**src/rtl/led_pkg.sv**
```systemverilog
// rtl/led_pkg.sv - shared types and constants for the LED colour fader
package led_pkg;

  localparam int COLOR_W_DEFAULT = 8;
  localparam int STEP_W = 4;

  typedef enum logic {
    IDLE = 1'b0,
    FADE = 1'b1
  } fade_state_e;

  typedef struct packed {
    logic [COLOR_W_DEFAULT-1:0] r;
    logic [COLOR_W_DEFAULT-1:0] g;
    logic [COLOR_W_DEFAULT-1:0] b;
  } rgb_t;

  // A zero step would never finish a fade, so it is promoted to 1.
  function automatic logic [STEP_W-1:0] step_or_one(input logic [STEP_W-1:0] s);
    return (s == '0) ? STEP_W'(1) : s;
  endfunction

endpackage

```
**src/rtl/led_channel_ramp.sv**
```systemverilog
// rtl/led_channel_ramp.sv - one colour channel stepping toward its target
module led_channel_ramp
  import led_pkg::*;
#(
  parameter int COLOR_W = COLOR_W_DEFAULT
) (
  input  logic               clk,
  input  logic               reset,
  input  logic               load,
  input  logic               tick,
  input  logic [COLOR_W-1:0] tgt,
  input  logic [STEP_W-1:0]  step,
  output logic [COLOR_W-1:0] cur,
  output logic               at_target
);

  logic [COLOR_W-1:0] tgt_q;
  logic [STEP_W-1:0]  step_q;
  logic [COLOR_W:0]   up_gap;
  logic [COLOR_W:0]   dn_gap;
  logic [COLOR_W:0]   step_ext;
  logic [COLOR_W-1:0] cur_next;

  // Gaps are one bit wider so the clamp compare never wraps.
  always_comb begin
    up_gap   = {1'b0, tgt_q} - {1'b0, cur};
    dn_gap   = {1'b0, cur} - {1'b0, tgt_q};
    step_ext = (COLOR_W+1)'(step_q);
    cur_next = cur;
    if (cur < tgt_q) begin
      cur_next = (step_ext >= up_gap) ? tgt_q : cur + step_ext[COLOR_W-1:0];
    end else if (cur > tgt_q) begin
      cur_next = (step_ext >= dn_gap) ? tgt_q : cur - step_ext[COLOR_W-1:0];
    end
  end

  // at_target is cleared on load so a stale match from the previous fade cannot end this one early.
  always_ff @(posedge clk) begin
    if (reset) begin
      cur       <= '0;
      tgt_q     <= '0;
      step_q    <= STEP_W'(1);
      at_target <= 1'b0;
    end else if (load) begin
      tgt_q     <= tgt;
      step_q    <= step;
      at_target <= 1'b0;
    end else begin
      if (tick) begin
        cur <= cur_next;
      end
      at_target <= (cur == tgt_q);
    end
  end

endmodule

```
**src/rtl/led_color_fader.sv**
```systemverilog
// rtl/led_color_fader.sv - linear RGB fader feeding the PWM duty inputs
module led_color_fader
  import led_pkg::*;
#(
  parameter int COLOR_W  = COLOR_W_DEFAULT,
  parameter int TICK_DIV = 50000,
  parameter int DIV_W    = 24
) (
  input  logic               clk,
  input  logic               reset,
  input  logic [COLOR_W-1:0] tgt_r,
  input  logic [COLOR_W-1:0] tgt_g,
  input  logic [COLOR_W-1:0] tgt_b,
  input  logic [STEP_W-1:0]  tgt_step,
  input  logic               tgt_valid,
  output logic               tgt_ready,
  output logic [COLOR_W-1:0] R,
  output logic [COLOR_W-1:0] G,
  output logic [COLOR_W-1:0] B,
  output logic               busy,
  output logic               done
);

  localparam logic [DIV_W-1:0] TICK_LAST = DIV_W'(TICK_DIV - 1);

  fade_state_e       state;
  fade_state_e       state_next;
  logic [DIV_W-1:0]  tick_cnt;
  logic              tick;
  logic              load;
  logic              done_next;
  logic [STEP_W-1:0] step_eff;
  logic [2:0]        at;

  assign step_eff = step_or_one(tgt_step);
  assign tick     = (state == FADE) && (tick_cnt == TICK_LAST);
  assign busy     = (state == FADE);

  always_comb begin
    state_next = state;
    load       = 1'b0;
    tgt_ready  = 1'b0;
    done_next  = 1'b0;
    case (state)
      IDLE: begin
        tgt_ready = 1'b1;
        if (tgt_valid) begin
          load       = 1'b1;
          state_next = FADE;
        end
      end
      FADE: begin
        if (&at) begin
          state_next = IDLE;
          done_next  = 1'b1;
        end
      end
      default: state_next = IDLE;
    endcase
  end

  always_ff @(posedge clk) begin
    if (reset) begin
      state    <= IDLE;
      tick_cnt <= '0;
      done     <= 1'b0;
    end else begin
      state <= state_next;
      done  <= done_next;
      if (load) begin
        tick_cnt <= '0;
      end else if (state == FADE) begin
        tick_cnt <= tick ? '0 : tick_cnt + DIV_W'(1);
      end
    end
  end

  led_channel_ramp #(.COLOR_W(COLOR_W)) u_ramp_r (
    .clk(clk), .reset(reset), .load(load), .tick(tick),
    .tgt(tgt_r), .step(step_eff), .cur(R), .at_target(at[0])
  );

  led_channel_ramp #(.COLOR_W(COLOR_W)) u_ramp_g (
    .clk(clk), .reset(reset), .load(load), .tick(tick),
    .tgt(tgt_g), .step(step_eff), .cur(G), .at_target(at[1])
  );

  led_channel_ramp #(.COLOR_W(COLOR_W)) u_ramp_b (
    .clk(clk), .reset(reset), .load(load), .tick(tick),
    .tgt(tgt_b), .step(step_eff), .cur(B), .at_target(at[2])
  );

endmodule

```
**config.mk**
```make
export PLATFORM = sky130hd
export DESIGN_NAME = led_color_fader
export DESIGN_NICKNAME = d
export VERILOG_FILES = /design/src/rtl/led_pkg.sv /design/src/rtl/led_channel_ramp.sv /design/src/rtl/led_color_fader.sv
export SDC_FILE = /design/constraint.sdc
export NUM_CORES = 1
export LEC_CHECK = 0
export ABC_AREA = 1
export BUFFER_PORTS_ARGS = -buffer_cell sky130_fd_sc_hd__buf_2
export CAP_MARGIN = 20
export CORE_MARGIN = 4
export CORE_UTILIZATION = 55
export DETAILED_ROUTE_END_ITERATION = 16
export HOLD_SLACK_MARGIN = 0.12
export PLACE_DENSITY_LB_ADDON = 0.08
export RECOVER_POWER = 50
export SYNTH_ARGS = -nofsm -noshare
export SYNTH_HDL_FRONTEND = slang
export SYNTH_HIERARCHICAL = 1
export SYNTH_SLANG_ARGS = --single-unit
```
**constraint.sdc**
```tcl
create_clock -name clk -period 8.37 [get_ports clk]
set_clock_uncertainty 0.2 [all_clocks]
set_input_delay 0.4185 -clock clk [delete_from_list [all_inputs] [get_ports clk]]
set_output_delay 0.4185 -clock clk [all_outputs]
set_load 0.01 [all_outputs]
```
# Word level (Yosys, flattened, before mapping)
# Cells that the tools add are included.
[totals]
mem_count = 0
input_bits = 31
word_cells = 75
romBits = 0
latch_bits = 0
regBits = 81
out_inout_bits = 27
mem_bits_rw = 0
[classes]
n_mux = 20
n_mul = 0
n_shift = 0
reduce_logical = 11
n_eq_ne = 4
n_lt_le_gt_ge = 12
bitwise_logic = 2
n_div = 0
add_sub_neg = 13
[ops]
columns = ["cell", "n"]
rows = [
  ["8-bit 2-to-1 mux", 12],
  ["4-bit by 9-bit >= comparator with 1-bit output", 6],
  ["8-bit by 8-bit subtractor with 9-bit output", 6],
  ["24-bit by 1-bit adder with 24-bit output (second input constant)", 1],
  ["8-bit by 4-bit adder with 8-bit output", 3],
  ["24-bit by 16-bit == test with 1-bit output (second input constant)", 1],
  ["8-bit == test", 3],
  ["8-bit > comparator", 3],
  ["8-bit < comparator", 3],
  ["24-bit 2-to-1 mux", 1],
  ["8-bit by 4-bit subtractor with 8-bit output", 3],
  ["3-bit AND reduction", 4],
  ["2-bit nonzero test", 3],
  ["1-bit 2-to-1 mux", 5],
  ["4-bit zero test", 1],
  ["4-bit 2-to-1 mux", 1],
  ["2-bit OR reduction", 2],
  ["1-bit inverter", 2],
  ["1-bit case mux with 2 select lines", 1],
  ["1-bit logical AND", 1],
]

# Logic depth before layout (Yosys ltp)
# Gate-level depths: netlist of run 1.
[logic_depth]
word_depth = 5
depth_mapped = 19
mapped_depth_nobuf = 18

# Cells and area by module
# The synthesis of run 1 kept the hierarchy.
[modules_own_cells]
columns = ["module", "seq_area_each_um2", "area_per_inst_um2", "cells_each", "n_inst"]
rows = [
  ["led_channel_ramp at u_ramp_b ...", 420.4, 2536.2, 386, 2],
  ["led_channel_ramp at u_ramp_g", 420.4, 2595.0, 387, 1],
  ["led_color_fader", 520.5, 1562.7, 243, 1],
]

# Least setup slack after synthesis of run 1
# No wires, ideal clock.
[synth_path]
path_kind = "flip-flop to flip-flop"
startpoint = "register u_ramp_b.cur[0]"
endpoint = "register u_ramp_b.cur[3]"
synth_period_minus_slack_ns = 2.824
setup_time_ns = 0.117
t_arrival_ns = 2.507
path_slack_ns = 5.546
n_path_buf = 1
required_ns = 8.053
stages_incl_launch_ff = 18
cell_sequence = "dfxtp_1 inv_1 ha_1 fa_1 xor2_1 ha_1 nand3_1 nand2_1 nand2_1 nand3b_1 inv_1 nor2_2 nand3_2 buf_6 nand2_1 o21ai_1 a21oi_1 nor2_1"
[synth_between]
elab_chain_cells = 5
word_cells_on_any_way = 14
classes_between = "add/sub: 4; order compare: 4; mux: 4; reduce/logical: 2"
[synth_rtl]
columns = ["element", "line", "rtl"]
rows = [
  ["start, declared", "led_channel_ramp.sv:13", "output logic [COLOR_W-1:0] cur,"],
  ["start signal, assigned", "led_channel_ramp.sv:50", "cur <= cur_next;"],
  ["8-bit by 8-bit subtractor with 9-bit output", "led_channel_ramp.sv:27", "dn_gap = {1'b0, cur} - {1'b0, tgt_q};"],
  ["4-bit by 9-bit >= comparator with 1-bit output", "led_channel_ramp.sv:33", "cur_next = (step_ext >= dn_gap) ? tgt_q : cur - step_ext[COLOR_W-1:0];"],
  ["8-bit 2-to-1 mux", "led_channel_ramp.sv:33", ""],
  ["8-bit 2-to-1 mux", "led_channel_ramp.sv:32", "end else if (cur > tgt_q) begin"],
  ["8-bit 2-to-1 mux", "led_channel_ramp.sv:30", "if (cur < tgt_q) begin"],
]
# Several ways; a longest one is shown, not always the timed one. The select of a mux whose other input is x is not followed.
# A chain may end at the register's enable or synchronous reset.

# Worst setup path after layout of run 1
[layout_path]
startpoint = "register u_ramp_g.cur[0]"
endpoint = "register u_ramp_g.cur[4]"
[layout_between]
elab_chain_cells = 5
word_cells_on_any_way = 14
classes_between = "add/sub: 4; order compare: 4; mux: 4; reduce/logical: 2"
[layout_rtl]
columns = ["element", "line"]
rows = [
  ["start, declared", "led_channel_ramp.sv:13"],
  ["start signal, assigned", "led_channel_ramp.sv:50"],
  ["8-bit by 8-bit subtractor with 9-bit output", "led_channel_ramp.sv:27"],
  ["4-bit by 9-bit >= comparator with 1-bit output", "led_channel_ramp.sv:33"],
  ["8-bit 2-to-1 mux", "led_channel_ramp.sv:33"],
  ["8-bit 2-to-1 mux", "led_channel_ramp.sv:32"],
  ["8-bit 2-to-1 mux", "led_channel_ramp.sv:30"],
]
# Several ways; a longest one is shown, not always the timed one. The select of a mux whose other input is x is not followed.

==> impl_metrics.json, run 1 <==
{
  "synth.cell_area_sq_mm": 0.00923,
  "ys_types": 46,
  "cts.clk_slew.worst_paths_ps": 80,
  "dr.pass1.iters": 5,
  "fin_cells": 1668,
  "antenna_found_initial": 0,
  "timing.rr.start": "u_ramp_g/cur[0]$_SDFFE_PP0P_",
  "dp_hpwl_um": 18700,
  "clock-sinks": 89,
  "rrSetupSlack_ps": 5070,
  "dp.cells": 1652,
  "period_share": 0.394,
  "rows": 47,
  "max-vdd-ir-drop_v": 0.000112,
  "grt_start_max_net_pins": 25,
  "max_stage_delay_ps": 460,
  "vias_per_cell": 5.30,
  "numCtsBuffers": 9,
  "ys_warn_count": 6,
  "period_minus_slack_ps": 3300,
  "cts_max_level": 3,
  "synth-seq-area-share": 0.193,
  "dr.first_iter.drc_count": 580,
  "final_common_cell": "nand2_1",
  "dieHeight_um": 138,
  "place_area_sq_mm": 0.00959,
  "dieArea_sq_mm": 0.0189,
  "track_usage": 0.252,
  "cp_common_cell": "nand2_1",
  "p_per_area_mw_per_mm2": 138,
  "synthCells": 1402,
  "synth_async_sr_flop_share": 0,
  "nets": 1583,
  "grt_pass1_vias": 7826,
  "rsz0062_at_grt": "no",
  "stdcell_area_sq_mm": 0.00984,
  "clock_latency_ps": 360,
  "fmax_mhz": 303,
  "core_area_sq_mm": 0.0165,
  "maxSlewHeadroom": 0.206,
  "ctsHoldBuffers": 0,
  "detail_route.wl_per_cell_um": 14.3,
  "finalSetupViolCount": 0,
  "initial_core_util": 0.559,
  "crit_required_ps": 8420,
  "area_delta_synth_final_pct": 6.63,
  "cts_tree": "done",
  "synth_seq_cells": 89,
  "synth_edf_count": 0,
  "gp_congestion": 0.919,
  "cp-startpoint": "u_ramp_g/cur[0]$_SDFFE_PP0P_",
  "mostFrequentLayoutCells": "nand2_1 (305), inv_1 (205), nand3_1 (148)",
  "fillCellCount": 1683,
  "gr-total-overflow": 0,
  "postRouteAntennaNets": 0,
  "cp_slowest_cell": "dfxtp_1",
  "cts_setup_buffers": 0,
  "drive_gt1_frac": 0.109,
  "final_max_slew_viol_count": 0,
  "path_max_fanout": 10,
  "timing_worst_slew_pin_value_ps": 1190,
  "synth_ff_type": "dfxtp_1",
  "drc": 0,
  "leakage_nw": 4.84,
  "endpoint_kind": "register",
  "cap_violations": 0,
  "antenna_cells": 0,
  "grt_pass1_wl_um": 38100,
  "syn_area_per_cell_sq_um": 6.58,
  "worst-setup-path-type": "register to register",
  "cts_buffer_depth": 2,
  "hp-class": "primary input to register",
  "via_count": 8835,
  "arrival_ps": 3350,
  "root_buffer": "clkbuf_16",
  "critPathLaunchType": "register",
  "syn-num-nets": 1542,
  "hold_viol_final": 0,
  "status": "completed",
  "fp.dieW_um": 138,
  "wirelength_um": 23800,
  "min-delay-start": "tgt_b[6]",
  "fin_setup_tns_ps": 0,
  "cts_resized": 0,
  "num_io_pins": 58,
  "portBuffers": 57,
  "critical_path.cell_chain": "inv_1 > ha_1 > fa_1 > xor2_1 > ha_1 > nand3_1 > nand2_1 > nand2_1 > nand3b_1 > inv_1 > nor2_1 > nand3_2 > nand2_1 > o21ai_1 > a21oi_1 > nor2_1"
}
-- Yosys cell counts (4+ instances only) --
library cell / number / area, sq um
xor2_1: 34 / 298
o21ai_0: 58 / 290
nand3_4: 4 / 70.1
inv_2: 14 / 52.6
ha_1: 97 / 1210
nor3_1: 13 / 65.1
nand2_4: 12 / 135
nor2_4: 8 / 90.1
a21oi_1: 105 / 526
nand3b_1: 7 / 52.6
nor2_2: 14 / 87.6
nand3_2: 10 / 100
nand3_1: 148 / 741
dfxtp_1: 89 / 1780
o21ai_1: 22 / 110
nor2_8: 5 / 100
inv_1: 203 / 762
nand2_2: 36 / 225
fa_1: 12 / 240
o211ai_1: 6 / 45.0
nand2_1: 304 / 1140
nand4_1: 25 / 156
clkbuf_1: 12 / 45.0
nor2_1: 108 / 405
xnor2_1: 5 / 43.8
buf_6: 9 / 101
-- flip-flops by register name, indices dropped and copies added (netlist names), 4 cells and up --
register and count:
u_ramp_g/step_q 4, u_ramp_r/step_q 4, u_ramp_g/cur 8, u_ramp_b/step_q 4, u_ramp_r/cur 8, u_ramp_b/cur 8
u_ramp_r/tgt_q 8, u_ramp_b/tgt_q 8, u_ramp_g/tgt_q 8, tick_cnt 24
-- stage by stage --
step | total power, mW | utilization | worst slack (ps) | hold WS (ps)
final | 1.36 | 0.596 | 5070 | 141
after CTS | 1.36 | 0.599 | 5110 | 133
after global placement | 0.924 | 0.580 | 5130 | 298
after global routing | 1.44 | 0.596 | 4860 | 147
after detailed placement | 0.928 | 0.580 | 5150 | 298
after floorplan | 0.833 | - | 5550 | 235
-- where the power goes --
| part | internal [mW] | switching (mW) |
|---|---|---|
| Combinational | 0.157 | 0.308 |
| Clock | 0.238 | 0.198 |
| Sequential | 0.440 | 0.0173 |
-- cells by family (layout without fill, tap and decap cells) --
group,Yosys count,in the layout,synth area share
AO/OA/AOI/OAI,207,207,0.122
XOR/XNOR,39,39,0.0370
adder cells (fa/ha/maj),109,109,0.158
buffers and inverters,250,296,0.114
flip-flops,89,89,0.193
AND/OR/NAND/NOR,708,708,0.377
-- area by class of cell --
cell class                      count  area [sq um]  area share
Timing Repair Buffer               57           251      0.0256
Inverter                          223           845      0.0858
Clock inverter                      7          83.8     0.00852
Tap cell                          220           275      0.0280
Clock buffer                        9           225      0.0229
Sequential cell                    89          1780       0.181
Multi-Input combinational cell   1063          6380       0.648
-- metal layers --
layer | GRT usage | routed length [um] | part of all wire | up-vias
met5 | 0 | 0 | 0 | -
met4 | 0.0732 | 434 | 0.018 | 0
met3 | 0.0299 | 1130 | 0.047 | 29
met2 | 0.415 | 11000 | 0.46 | 210
met1 | 0.345 | 11200 | 0.47 | 3985
li1 | - | - | - | 4611
-- path summary, 6_finish.rpt --
check                                                 endpoint  cells after the start
worst max register to register    u_ramp_g/cur[4]$_SDFFE_PP0P_                     16
worst min-delay path            u_ramp_b/tgt_q[6]$_SDFFE_PP0P_                      3
worst max-delay path              u_ramp_g/cur[4]$_SDFFE_PP0P_                     16
worst min register to register                 done$_SDFF_PP0_                      2
-- worst max-delay path, delay by kind of cell, from the launching register on --
family,cells,cell delay (ps)
XOR/XNOR,1,170
AO/OA/AOI/OAI,2,260
buffers and inverters,2,160
adder cells (fa/ha/maj),3,1070
flip-flops,1,460
AND/OR/NAND/NOR,8,870
Note: power is estimated with default switching activity, not from simulation.
==> run 2: changes to the inputs <==
==> constraint.sdc (replaced) <==
create_clock -name clk -period 2.9 [get_ports clk]
set_clock_uncertainty 0.2 [all_clocks]
set_input_delay 0.145 -clock clk [delete_from_list [all_inputs] [get_ports clk]]
set_output_delay 0.145 -clock clk [all_outputs]
set_load 0.01 [all_outputs]
==> impl_metrics.json, run 2 (synthesis gave the netlist of run 1 again) <==
{
  "path_max_fanout": 8,
  "nets": 1706,
  "cap_violations": 0,
  "period_minus_slack_ps": 2900,
  "critPathBufInv": 3,
  "critical_path.cell_chain": "buf_6 > ha_4 > fa_2 > xor2_2 > ha_4 > buf_4 > nand4_1 > nand3b_1 > nand3_2 > nor2_8 > buf_12 > nand2_8 > nand2_1 > nand3_1 > nand3_1 > a21oi_1",
  "track_usage": 0.269,
  "antenna_cells": 0,
  "clock-sinks": 89,
  "area_delta_synth_final_pct": 23.1,
  "cts_buffer_depth": 2,
  "dr.first_iter.drc_count": 723,
  "arrival_ps": 2900,
  "holdWs_ps": 315,
  "wirelength_um": 26800,
  "dp.cells": 1719,
  "dieArea_sq_mm": 0.0189,
  "hold_viol_final": 0,
  "drc": 0,
  "cp_top_family": "adder cells",
  "fmax_mhz": 345,
  "crit_required_ps": 2910,
  "largest_reg_flops": 24,
  "core_area_sq_mm": 0.0165,
  "endpoint_kind": "register",
  "top_register": "tick_cnt",
  "fin_util": 0.687,
  "via_count": 9662,
  "drive_gt1_frac": 0.231,
  "place_ws_ps": -105,
  "gp_congestion": 0.981,
  "cts.clk_slew.worst_paths_ps": 70,
  "finalSetupViolCount": 0,
  "rows": 47,
  "max-vdd-ir-drop_v": 0.000300,
  "worst_slack_ps": 2.97,
  "dp_hpwl_um": 19400,
  "critPathLaunchType": "register",
  "antenna_found_initial": 0,
  "mostFrequentLayoutCells": "nand2_1 (286), inv_1 (195), nand3_1 (125)",
  "final_common_cell": "nand2_1",
  "power_mw": 4.20,
  "hp-class": "register to register",
  "dr.pass1.iters": 5,
  "vias_per_cell": 5.40,
  "worst-setup-path-type": "register to register",
  "grt_pass1_wl_um": 41200,
  "status": "completed",
  "numCtsBuffers": 9,
  "initial_core_util": 0.559,
  "gr-total-overflow": 0,
  "timing_worst_slew_pin_value_ps": 619,
  "period_share": 0.999,
  "clock_latency_ps": 360,
  "max_stage_delay_ps": 380,
  "postRouteAntennaNets": 0,
  "root_buffer": "clkbuf_16",
  "grt_start_max_net_pins": 19,
  "final_max_slew_viol_count": 0,
  "portBuffers": 57,
  "dieHeight_um": 138,
  "fin_cells": 1790,
  "cts_tree": "done",
  "cp_slowest_cell": "fa_2",
  "fp.dieW_um": 138,
  "leakage_nw": 5.47,
  "cts_max_level": 3,
  "detail_route.wl_per_cell_um": 15.0,
  "rsz0062_at_grt": "yes",
  "maxSlewHeadroom": 0.587,
  "num_io_pins": 58,
  "stdcell_area_sq_mm": 0.0114,
  "fin_setup_tns_ps": 0,
  "grt_pass1_vias": 8572,
  "place_area_sq_mm": 0.0101,
  "p_per_area_mw_per_mm2": 369
}
## run 2: cell count changes in the layout (fill, tap and decap cells not counted), moves of 12 or more
cell	change
nand2_2	+19
dfxtp_2	+12
dfxtp_1	-12
nand2_1	-19
dlygate4sd3_1	+32
buf_4	+67
a21oi_1	-20
nand3_1	-23
a21oi_2	+20
buf_2	+22
nand3_2	+21
## run 2: per-layer routing
metal | wire (um) | global-route usage | vias up | part of all wire
met5 | 0 | 0 | - | 0
met1 | 12000 | 0.370 | 4448 | 0.45
met3 | 1590 | 0.0303 | 38 | 0.059
met2 | 12800 | 0.451 | 316 | 0.48
met4 | 397 | 0.0610 | 0 | 0.015
li1 | - | - | 4860 | -
## run 2: tightest hold or removal path, cell delays in order, from the launching register on
cell and delay (ps):
dfxtp_1 300, nand3_1 120, nor3_1 60
## run 2: cell type report
cell class,count,area (sq um)
inverter,223,845
clock buffer,9,225
tap,220,275
clock inverter,6,52.6
multi-input combinational,1068,6930
timing repair buffer,175,1240
fill,1433,5160
sequential,89,1800
## run 2: report_power, final
part           switching (mW)  total, mW  internal, mW
combinational            1.07       1.71         0.642
sequential             0.0578       1.33          1.27
clock                   0.564       1.15         0.589
## run 2: final timing paths
kind / start / to / slack [ps] / cells past startpoint
setup / recovery: u_ramp_r/cur[0]$_SDFFE_PP0P_ / u_ramp_r/cur[7]$_SDFFE_PP0P_ / 3 / 16
setup reg to reg: u_ramp_r/cur[0]$_SDFFE_PP0P_ / u_ramp_r/cur[7]$_SDFFE_PP0P_ / 3 / 16
hold / removal: u_ramp_g/at_target$_SDFF_PP0_ / done$_SDFF_PP0_ / 310 / 2
hold reg to reg: u_ramp_g/at_target$_SDFF_PP0_ / done$_SDFF_PP0_ / 310 / 2
## run 2: what timing repair did
item	CTS	global route
endpoints found under the hold margin	45	0
setup endpoints to repair	21	24
resized for setup	37	87
pin swaps	25	58
gates cloned	2	3
setup buffers	9	10
hold buffers	32	0
==> run 3: changes to the inputs <==
--- a/config.mk
+++ b/config.mk
@@ -16,5 +16,4 @@
 export RECOVER_POWER = 50
 export SYNTH_ARGS = -nofsm -noshare
 export SYNTH_HDL_FRONTEND = slang
-export SYNTH_HIERARCHICAL = 1
 export SYNTH_SLANG_ARGS = --single-unit
==> impl_metrics.json, run 3 <==
{
  "syn-num-nets": 1453,
  "vias_per_cell": 5.39,
  "ys_types": 43,
  "power_mw": 3.81,
  "synthAdderAreaFrac": 0.175,
  "nets": 1614,
  "endpoint_kind": "register",
  "core_area_sq_mm": 0.0146,
  "clock-sinks": 81,
  "initial_core_util": 0.567,
  "worst-setup-path-type": "register to register",
  "p_per_area_mw_per_mm2": 369,
  "synth_area_leader_cell": "dfxtp_1",
  "grt_pass1_wl_um": 39000,
  "wirelength_um": 24800,
  "leakage_nw": 5.28,
  "worst_slack_ps": 1.95,
  "synth_edf_count": 0,
  "status": "completed",
  "dp.cells": 1605,
  "cts_tree": "done",
  "stdcell_area_sq_mm": 0.0103,
  "cts_buffer_depth": 2,
  "final_max_slew_viol_count": 0,
  "clock_latency_ps": 350,
  "max-vdd-ir-drop_v": 0.000346,
  "synth_area_leaders": "dfxtp_1 (20%), nand2_1 (16%), ha_1 (15%), nand3_1 (11%), inv_1 (9.5%)",
  "drive_gt1_frac": 0.186,
  "fin_setup_tns_ps": 0,
  "dr.first_iter.drc_count": 653,
  "root_buffer": "clkbuf_16",
  "maxSlewHeadroom": 0.301,
  "rows": 44,
  "synthCells": 1313,
  "synth-seq-area-share": 0.195,
  "grt_pass1_vias": 8121,
  "finalSetupViolCount": 0,
  "place_ws_ps": -26.7,
  "ys_top_cells_by_count": "nand2_1 (345), inv_1 (211), nand3_1 (176), a21oi_1 (100), ha_1 (97)",
  "dieHeight_um": 131,
  "fp.dieW_um": 131,
  "detail_route.wl_per_cell_um": 14.9,
  "num_io_pins": 58,
  "ys_warn_count": 0,
  "critPathLaunchType": "register",
  "synth_top_family_by_area": "simple AND/OR/NAND/NOR gates",
  "cts_max_level": 3,
  "via_count": 8962,
  "cap_violations": 0,
  "final_common_cell": "nand2_1",
  "top_register": "tick_cnt",
  "internal_power_mw": 2.33,
  "rsz0062_at_grt": "yes",
  "crit_required_ps": 2990,
  "period_minus_slack_ps": 2900,
  "yosysMostFrequentCell": "nand2_1",
  "mostFrequentLayoutCells": "nand2_1 (338), inv_1 (204), nand3_1 (151)",
  "track_usage": 0.282,
  "syn_area_per_cell_sq_um": 6.32,
  "synth-xor-area-share": 0.0401,
  "period_share": 0.999,
  "largest_reg_flops": 24,
  "hold_viol_final": 0,
  "synth-compound-area-share": 0.112,
  "fin_cells": 1663,
  "fmax_mhz": 345,
  "synth_seq_cells": 81,
  "p_sw_mw": 1.48,
  "synth.cell_area_sq_mm": 0.00830,
  "grt_start_max_net_pins": 56,
  "postRouteAntennaNets": 0,
  "portBuffers": 57,
  "netlist.area_leader.share": 0.195,
  "antenna_found_initial": 0,
  "hp-class": "register to register",
  "synthSimpleGateAreaFrac": 0.360,
  "timing_worst_slew_pin_value_ps": 1050,
  "synth_ff_type": "dfxtp_1",
  "antenna_cells": 0,
  "dr.pass1.iters": 7,
  "place_area_sq_mm": 0.00926,
  "drc": 0,
  "synth_async_sr_flop_share": 0,
  "seq_power_share": 0.311,
  "gp_congestion": 0.962,
  "p_sw_frac": 0.389,
  "arrival_ps": 2980,
  "dp_hpwl_um": 18100,
  "dieArea_sq_mm": 0.0171,
  "gr-total-overflow": 0,
  "area_delta_synth_final_pct": 24.3,
  "p_clk_frac": 0.306,
  "combinationalPowerShare": 0.382,
  "synth_mux_area_frac": 0,
  "numCtsBuffers": 9,
  "cts.clk_slew.worst_paths_ps": 70,
  "path_max_fanout": 8
}
[run 3: kinds of logic (layout without fill, tap and decap cells)]
family          Yosys count  count (layout)
flops                    81              81
compound gates          176             176
xor+xnor                 38              38
simple gates            662             665
buf+inv                 247             410
fa+ha+maj               109             109
[run 3: worst max-delay path, stage by stage (launching register included)]
cell and delay (ps):
dfxtp_2 320, buf_6 120, ha_4 160, fa_2 390, xor2_1 150, ha_1 370
buf_4 140, nand4_1 100, nand3_2 80, nand2_2 70, nor2_4 150, buf_6 170
nand3_1 80, nand3_1 90, nand3_1 80, a21oi_1 150
[run 3: area by class of cell]
| cell class | instances | area [sq um] |
|---|---|---|
| Multi-Input combinational cell | 988 | 6040 |
| Fill cell | 1294 | 4330 |
| Sequential cell | 81 | 1640 |
| Timing Repair Buffer | 172 | 1260 |
| Inverter | 222 | 846 |
| Clock buffer | 10 | 239 |
| Tap cell | 184 | 230 |
| Clock inverter | 6 | 58.8 |
[run 3: per-layer routing]
layer,GRT usage,routed length (um)
met5,0,0
met3,0.0451,1400
met2,0.477,11900
met4,0.0587,480
met1,0.383,11100
[run 3: power by group through the flow]
stage / Clock, mW / Sequential, mW / Combinational (mW)
CTS: 1.19 / 1.18 / 1.29
finish: 1.17 / 1.19 / 1.46
global route: 1.22 / 1.19 / 1.62
floorplan: 0 / 1.21 / 0.887
detailed placement: 0 / 1.21 / 1.25
global placement: 0 / 1.21 / 1.24
[run 3: final timing paths]
| check | from | to | slack [ps] | cells after the start |
|---|---|---|---|---|
| setup / recovery | u_ramp_b.cur[0]$_SDFFE_PP0P_ | u_ramp_b.cur[5]$_SDFFE_PP0P_ | 2 | 15 |
| hold / removal | tick_cnt[9]$_SDFFE_PP0P_ | tick_cnt[9]$_SDFFE_PP0P_ | 270 | 2 |
| setup reg to reg | u_ramp_b.cur[0]$_SDFFE_PP0P_ | u_ramp_b.cur[5]$_SDFFE_PP0P_ | 2 | 15 |
| hold reg to reg | tick_cnt[9]$_SDFFE_PP0P_ | tick_cnt[9]$_SDFFE_PP0P_ | 270 | 2 |
[run 3: metrics by stage]
step | hold WS, ps | util
floorplan | 113 | -
global placement | 223 | 0.632
detailed placement | 230 | 0.632
CTS | 278 | 0.674
global route | 314 | 0.705
finish | 273 | 0.705
[run 3: repair_timing]
item	in CTS	in global routing
hold buffers	32	0
hold endpoints to repair	34	0
gates cloned	0	3
buffers inserted	0	7
pin swaps	0	59
setup endpoints to repair	8	24
gates resized for setup	1	93
